==> src/rtl/booth_pkg.sv <==
// booth_pkg: shared types and helpers for the radix-2 Booth multiplier.
// Holds the controller state encoding and the iteration-counter width helper.
package booth_pkg;

  // Controller states; IDLE is the reset state.
  typedef enum logic [1:0] {
    IDLE = 2'd0,
    RUN  = 2'd1,
    DONE = 2'd2
  } state_t;

  // Counter must hold the value WIDTH (loaded on start), hence WIDTH+1 codes.
  function automatic int cnt_width(input int width);
    return $clog2(width + 1);
  endfunction

endpackage

==> src/rtl/booth_addsub.sv <==
// booth_addsub: WIDTH-bit two's-complement adder/subtractor for the A +/- M step.
// The carry out is discarded; the caller sign-extends M so no overflow occurs.
module booth_addsub #(
  parameter int WIDTH = 9
) (
  input  logic [WIDTH-1:0] a,
  input  logic [WIDTH-1:0] b,
  input  logic             sub,
  output logic [WIDTH-1:0] sum
);

  // Single add/subtract, result wraps modulo 2^WIDTH.
  always_comb begin
    sum = sub ? (a - b) : (a + b);
  end

endmodule

==> src/rtl/booth_mult.sv <==
// booth_mult: sequential radix-2 Booth multiplier, one iteration per clock.
// Optional feature: define BOOTH_ABORT_EN to add the abort input, which cancels
// a multiply in progress without producing done or touching product.
//
// Handshake: start is a request qualified by ready. A start seen at a rising
// edge while ready=1 is accepted and the operands are captured on that edge;
// start while ready=0 (RUN) is ignored. done pulses for exactly one cycle when
// product becomes valid; product then holds until the next accepted start
// completes. ready is high in IDLE and DONE, so a start held through DONE is
// accepted back-to-back with no idle cycle.
module booth_mult
  import booth_pkg::*;
#(
  parameter int WIDTH = 8
) (
  input  logic               clk,
  input  logic               reset,
  input  logic               start,
`ifdef BOOTH_ABORT_EN
  input  logic               abort,
`endif
  input  logic [WIDTH-1:0]   multiplicand,
  input  logic [WIDTH-1:0]   multiplier,
  output logic               ready,
  output logic               done,
  output logic [2*WIDTH-1:0] product,
  output logic [1:0]         state_dbg
);

  localparam int CW = cnt_width(WIDTH);

  state_t             state_q, state_d;
  logic [WIDTH:0]     a_q, a_d;
  logic [WIDTH:0]     m_q, m_d;
  logic [WIDTH-1:0]   q_q, q_d;
  logic               q1_q, q1_d;
  logic [CW-1:0]      cnt_q, cnt_d;
  logic [2*WIDTH-1:0] product_q, product_d;

  logic [WIDTH:0]     addsub_sum;
  logic [WIDTH:0]     a_sel;
  logic               abort_in;

`ifdef BOOTH_ABORT_EN
  assign abort_in = abort;
`else
  assign abort_in = 1'b0;
`endif

  // A - M when the Booth pair is 10, A + M when it is 01.
  booth_addsub #(
    .WIDTH(WIDTH + 1)
  ) u_addsub (
    .a   (a_q),
    .b   (m_q),
    .sub (q_q[0]),
    .sum (addsub_sum)
  );

  // Pick the Booth-recoded partial result: add, subtract or pass A through.
  always_comb begin
    a_sel = a_q;
    case ({q_q[0], q1_q})
      2'b01, 2'b10: a_sel = addsub_sum;
      default:      a_sel = a_q;
    endcase
  end

  // Next-state and datapath update: load on accepted start, iterate in RUN.
  always_comb begin
    state_d   = state_q;
    a_d       = a_q;
    m_d       = m_q;
    q_d       = q_q;
    q1_d      = q1_q;
    cnt_d     = cnt_q;
    product_d = product_q;
    case (state_q)
      IDLE: begin
        if (start) begin
          state_d = RUN;
          a_d     = '0;
          m_d     = {multiplicand[WIDTH-1], multiplicand};
          q_d     = multiplier;
          q1_d    = 1'b0;
          cnt_d   = CW'(WIDTH);
        end
      end
      RUN: begin
        if (abort_in) begin
          // Cancelled: drop the operation, keep the previous product.
          state_d = IDLE;
        end else begin
          // Arithmetic right shift of {A,Q,q_1} after the add/subtract.
          a_d   = {a_sel[WIDTH], a_sel[WIDTH:1]};
          q_d   = {a_sel[0], q_q[WIDTH-1:1]};
          q1_d  = q_q[0];
          cnt_d = cnt_q - CW'(1);
          if (cnt_q == CW'(1)) begin
            state_d   = DONE;
            product_d = {a_d[WIDTH-1:0], q_d};
          end
        end
      end
      DONE: begin
        if (abort_in) begin
          // Abort outranks a simultaneous start here.
          state_d = IDLE;
        end else if (start) begin
          state_d = RUN;
          a_d     = '0;
          m_d     = {multiplicand[WIDTH-1], multiplicand};
          q_d     = multiplier;
          q1_d    = 1'b0;
          cnt_d   = CW'(WIDTH);
        end else begin
          state_d = IDLE;
        end
      end
      default: state_d = IDLE;
    endcase
  end

  // State and datapath registers with asynchronous active-low clear.
  always_ff @(posedge clk or negedge reset) begin
    if (!reset) begin
      state_q   <= IDLE;
      a_q       <= '0;
      m_q       <= '0;
      q_q       <= '0;
      q1_q      <= 1'b0;
      cnt_q     <= '0;
      product_q <= '0;
    end else begin
      state_q   <= state_d;
      a_q       <= a_d;
      m_q       <= m_d;
      q_q       <= q_d;
      q1_q      <= q1_d;
      cnt_q     <= cnt_d;
      product_q <= product_d;
    end
  end

  assign ready     = (state_q == IDLE) || (state_q == DONE);
  assign done      = (state_q == DONE);
  assign product   = product_q;
  assign state_dbg = state_q;

endmodule

==> config.mk <==
export PLATFORM = sky130hd
export DESIGN_NAME = booth_mult
export DESIGN_NICKNAME = d
export VERILOG_FILES = /design/src/rtl/booth_pkg.sv /design/src/rtl/booth_addsub.sv /design/src/rtl/booth_mult.sv
export SDC_FILE = /design/constraint.sdc
export NUM_CORES = 1
export LEC_CHECK = 0
export CAP_MARGIN = 5
export CORE_MARGIN = 2
export CORE_UTILIZATION = 54
export DETAILED_ROUTE_END_ITERATION = 12
export PLACE_DENSITY = 0.8
export SYNTH_ARGS = -nofsm -noshare
export SYNTH_HDL_FRONTEND = slang
export SYNTH_SLANG_ARGS = --single-unit
==> constraint.sdc <==
create_clock -name clk -period 3.02 [get_ports clk]
set_input_delay 0.604 -clock clk [delete_from_list [all_inputs] [get_ports clk]]
set_output_delay 0.604 -clock clk [all_outputs]
set_load 0.1 [all_outputs]
Word level (Yosys, flattened, before mapping)
Cells that the tools add are included.
W data, S select, Z words.
{"block": "classes", "addsub": 3, "eq_ne": 8, "muxes": 14, "reduce_logical": 9}
{"op": "$mux W9", "n": 3}
{"op": "$pmux W9 S2", "n": 1}
{"op": "$pmux W8 S2", "n": 1}
{"op": "$add A9 B9 Y9", "n": 1}
{"op": "$sub A9 B9 Y9", "n": 1}
{"op": "$mux W8", "n": 1}
{"op": "$pmux W4 S2", "n": 1}
{"op": "$reduce_and A2 Y1", "n": 4}
{"op": "$pmux W2 S3", "n": 1}
{"op": "$eq A2 B1 Y1 const B", "n": 2}
{"op": "$eq A2 B2 Y1 const B", "n": 2}
{"op": "$eq A4 B1 Y1 const B", "n": 1}
{"op": "$mux W2", "n": 2}
{"op": "$mux W4", "n": 1}
{"op": "$ne A2 B2 Y1 const B", "n": 2}
{"op": "$reduce_or A2 Y1", "n": 2}
{"op": "$sub A4 B1 Y4 const B", "n": 1}
{"op": "$logic_not A2 Y1", "n": 1}
{"op": "$mux W1", "n": 2}
{"op": "$ne A2 B1 Y1 const B", "n": 1}
{"op": "$pmux W1 S2", "n": 1}
{"op": "$reduce_bool A2 Y1", "n": 1}
{"op": "$logic_or A1 B1 Y1", "n": 1}
{"block": "word_totals", "regBits": 48, "in_bits": 19, "output_inout_bits": 20, "wordCells": 41}

Depth between registers and ports, before layout
{"block": "depth", "word_depth": 4, "depth_mapped": 11, "ltp_nobuf": 11}

Cells and area by module
A second synthesis with hierarchy kept.
{"block": "unflattened", "hier_cells": 229, "hier_area_um2": 2555.0}
{"mod": "booth_mult", "instances": 1, "cells_per_inst": 160, "area_each_um2": 2031.9, "seq_area_each_um2": 1176.1}
{"mod": "booth_addsub", "instances": 1, "cells_per_inst": 69, "area_each_um2": 523.0, "seq_area_each_um2": 0.0}

Least setup slack after synthesis
No wires, ideal clock.
{"block": "synth_timing", "path_kind": "register to output", "start": "register state_q[0] (netlist: state_dbg[0])", "end": "output port done", "arrival_ps": 2452, "required_ps": 2416, "slack_ps": -36, "stages_incl_launch_ff": 3, "n_path_buf": 1, "cell_sequence": "dfrtp_1 buf_2 nor2b_1"}
{"block": "synth_via", "elab_chain_cells": 1}
{"element": "start: declaration", "line": "booth_mult.sv:32", "text": "state_t state_q, state_d;"}
{"element": "start signal: assignment", "line": "booth_mult.sv:135", "text": "state_q <= state_d;"}
{"element": "$eq A2 B2 Y1", "line": "booth_mult.sv:146", "text": "assign done = (state_q == DONE);"}
{"element": "end: declaration", "line": "booth_mult.sv:25", "text": "output logic done,"}
Every way passes these cells.

Worst setup path in the final report
{"block": "layout_timing", "start": "register m_q[0]", "end": "register product_q[14] (netlist: product[14])"}
{"block": "layout_via", "elab_chain_cells": 3, "elab_cells_between_ends": 4, "classes_between": "add/sub (2); mux (2)"}
{"element": "start: declaration", "line": "booth_mult.sv:34", "text": "logic [WIDTH:0] m_q, m_d;"}
{"element": "start signal: assignment", "line": "booth_mult.sv:137", "text": "m_q <= m_d;"}
{"element": "$add A9 B9 Y9 or $sub A9 B9 Y9 (tied branches)", "line": "booth_addsub.sv:14", "text": "sum = sub ? (a - b) : (a + b);"}
{"element": "$mux W9 *", "line": "booth_addsub.sv:14"}
{"element": "$mux W9 *", "line": "booth_mult.sv:63", "text": "case ({q_q[0], q1_q})"}
{"element": "end signal: assignment", "line": "booth_mult.sv:141", "text": "product_q <= product_d;"}
{"element": "end: declaration", "line": "booth_mult.sv:38", "text": "logic [2*WIDTH-1:0] product_q, product_d;"}
Every way passes the cells marked *; elsewhere a longest branch is shown, timed or not.
A chain may end at the register's enable or synchronous reset.

==> flow_summary.json <==
{
  "status": "completed",
  "synth_top_area_share_pct": 47.0,
  "drt_wl_total_um": 5290,
  "synth_top_family_by_area": "simple AND/OR/NAND/NOR gates",
  "dp_slack_ps": 417,
  "netlist_top_cells_count": "nand2_1 (66), dfrtp_1 (47), o21ai_0 (24)",
  "slew_headroom_pct": 32.7,
  "criticalPathCategory": "reg -> reg",
  "fmax_mhz": 383,
  "setup_tns_ps": 0,
  "grt_usage_pct": 22.6,
  "synth_xor_area_share_pct": 5.90,
  "muxShareOfSynthArea_pct": 5.15,
  "nFillCells": 353,
  "seq_area_frac_synth_pct": 47.0,
  "synthFlopType": "dfrtp_1",
  "portBuffers": 38,
  "synthAdderAreaFrac_pct": 6.30,
  "r2r_slack_ps": 410,
  "drt_iter0_drc": 160,
  "skew_ps": 5.90,
  "rsz0062_at_grt": "no",
  "antenna_found_initial": 0,
  "wl_per_cell_um": 14.7,
  "cp-start-kind": "register",
  "die_h_um": 72.1,
  "h-tree-depth": 2,
  "cts_tree": "done",
  "nets": 339,
  "hold_viol": 0,
  "syn_nets": 299,
  "drive_above_1_share_pct": 14.6,
  "cap_violations": 0,
  "postRouteAntennaNets": 0,
  "required_ps": 3220,
  "cts-root-buf": "clkbuf_8",
  "dpl.hpwl_um": 3870,
  "cts_setup_buffers": 0,
  "drv_slew": 0,
  "synth_edf_count": 0,
  "setup_viol": 0,
  "post-route-min-period_ps": 2610,
  "synth_compound_area_share_pct": 14.0,
  "grt_pass1_wl_um": 9090,
  "drtPass1Iterations": 4,
  "cp_max_fo": 4,
  "dieArea_um2": 5200,
  "arrival_ps": 2810,
  "synthDistinctLibCells": 45,
  "via_per_inst": 5.48,
  "post_cts_resized": 0,
  "cts.clk_slew.worst_paths_ps": 90,
  "netlist_instances": 268,
  "coreArea_um2": 4410,
  "yosys_warnings": 0,
  "cts_max_path_buffers": 2,
  "crit_path_end_kind": "register",
  "yosys.area_share.simple_pct": 17.6,
  "diodes": 0,
  "grt_pass1_vias": 1963,
  "layout_setup_ws_ps": 407,
  "rr_worst_depth": 11,
  "synth.area.top_cells": "dfrtp_1 (47%), nand2_1 (9.9%), ha_1 (5.5%)",
  "finalCritPeriodShare_pct": 86.5,
  "cts_buffers": 5,
  "avgSynthCellArea_um2": 9.34,
  "tightest_slew_ps": 1010,
  "cts_hold_buf": 0,
  "ioPinCount": 39,
  "start_util_pct": 56.7,
  "place_congestion": 0.931,
  "row_count": 24,
  "grt_max_degree": 48,
  "yosys.area.top_type": "dfrtp_1",
  "drc": 0,
  "synth_most_common_cell": "nand2_1",
  "overflow": 0,
  "cts.sinks": 47,
  "clkLatencyLatePin_ps": 300,
  "die_x_um": 72.1,
  "r2r_start": "m_q[0]",
  "syn_area_um2": 2500,
  "num_vias": 1979,
  "synthToLayoutAreaGrowth_pct": 19.9,
  "holdCritPathClass": "in -> async",
  "ys_ff_latch": 47,
  "timing.rr.end": "product[14]",
  "postSynth.asyncResetShare_pct": 100,
  "whs_ps": 468
}
==> critical path, stage by stage (launching register included) <==
cell	delay (ps)
dfrtp_1	410
inv_1	70
ha_1	280
mux2_2	290
inv_1	70
ha_1	210
nor2b_1	130
o21ai_1	150
a21oi_1	140
o41ai_1	520
or4_1	180
nand3_1	60
==> cells in the final DEF, fill, tap and decap left out, drive strengths merged, types with 2 or more instances in the layout <==
master	count
a21oi	11
nand2	66
nand4	2
mux2	4
or3	2
dfrtp	47
nor2	13
buf	26
mux2i	8
and2	2
clkdlybuf4s50	17
xnor2	9
clkbuf	6
nand3	2
ha	11
a31oi	3
nor3	2
o22ai	5
nor4	2
inv	14
nand2b	3
xor2	7
o21ai	27
a22o	4
nor2b	3
==> flip-flops by register name (all words and copies together) (netlist names) <==
| name | count |
|---|---|
| cnt_q | 4 |
| state_dbg | 2 |
| a_q | 8 |
| m_q | 8 |
| q_q | 8 |
| q1_q | 1 |
| product | 16 |
==> final cells by class <==
type | instances | area [um2] | share of cell area, %
Multi-Input combinational cell | 198 | 1230 | 40.9
Tap cell | 52 | 65.1 | 2.17
Sequential cell | 47 | 1180 | 39.2
Clock buffer | 6 | 82.6 | 2.75
Clock inverter | 2 | 38.8 | 1.29
Inverter | 13 | 48.8 | 1.62
Timing Repair Buffer | 43 | 363 | 12.1
==> cell families (layout without fill, tap and decap cells) <==
family          after synthesis  after routing
simple gates                100            100
compound gates               58             58
flops                        47             47
buf+inv                      23             64
xor+xnor                     16             16
fa+ha+maj                    12             12
mux                          12             12
==> worst max path at each step <==
stage / startpoint / endpoint / depth (start not counted)
2_1_floorplan: state_dbg[0] / product[13] / 6
3_3_place_gp: m_q[0] / a_q[7] / 10
3_5_place_dp: m_q[0] / product[13] / 10
4_1_cts: m_q[0] / a_q[7] / 10
5_1_grt: m_q[0] / product[13] / 11
6_report: m_q[0] / product[14] / 11
==> per-stage QoR <==
stage | area, um2 | instances | util, %
2_1_floorplan | 2510 | 268 | -
3_3_place_gp | 2880 | 353 | 65.3
3_5_place_dp | 2880 | 353 | 65.3
4_1_cts | 3000 | 361 | 68.0
5_1_grt | 3000 | 361 | 68.0
6_report | 3000 | 361 | 68.0
==> layer usage <==
layer | share of wire [%] | up-vias | track usage (%)
li1 | - | 990 | -
met1 | 45 | 931 | 29.8
met2 | 48 | 49 | 36.8
met3 | 5.0 | 9 | 4.17
met4 | 2.0 | 0 | 9.22
met5 | 0 | - | 0
Power is not shown: default switching activity piles up to over one toggle a cycle in this logic, so the estimate is an artifact.
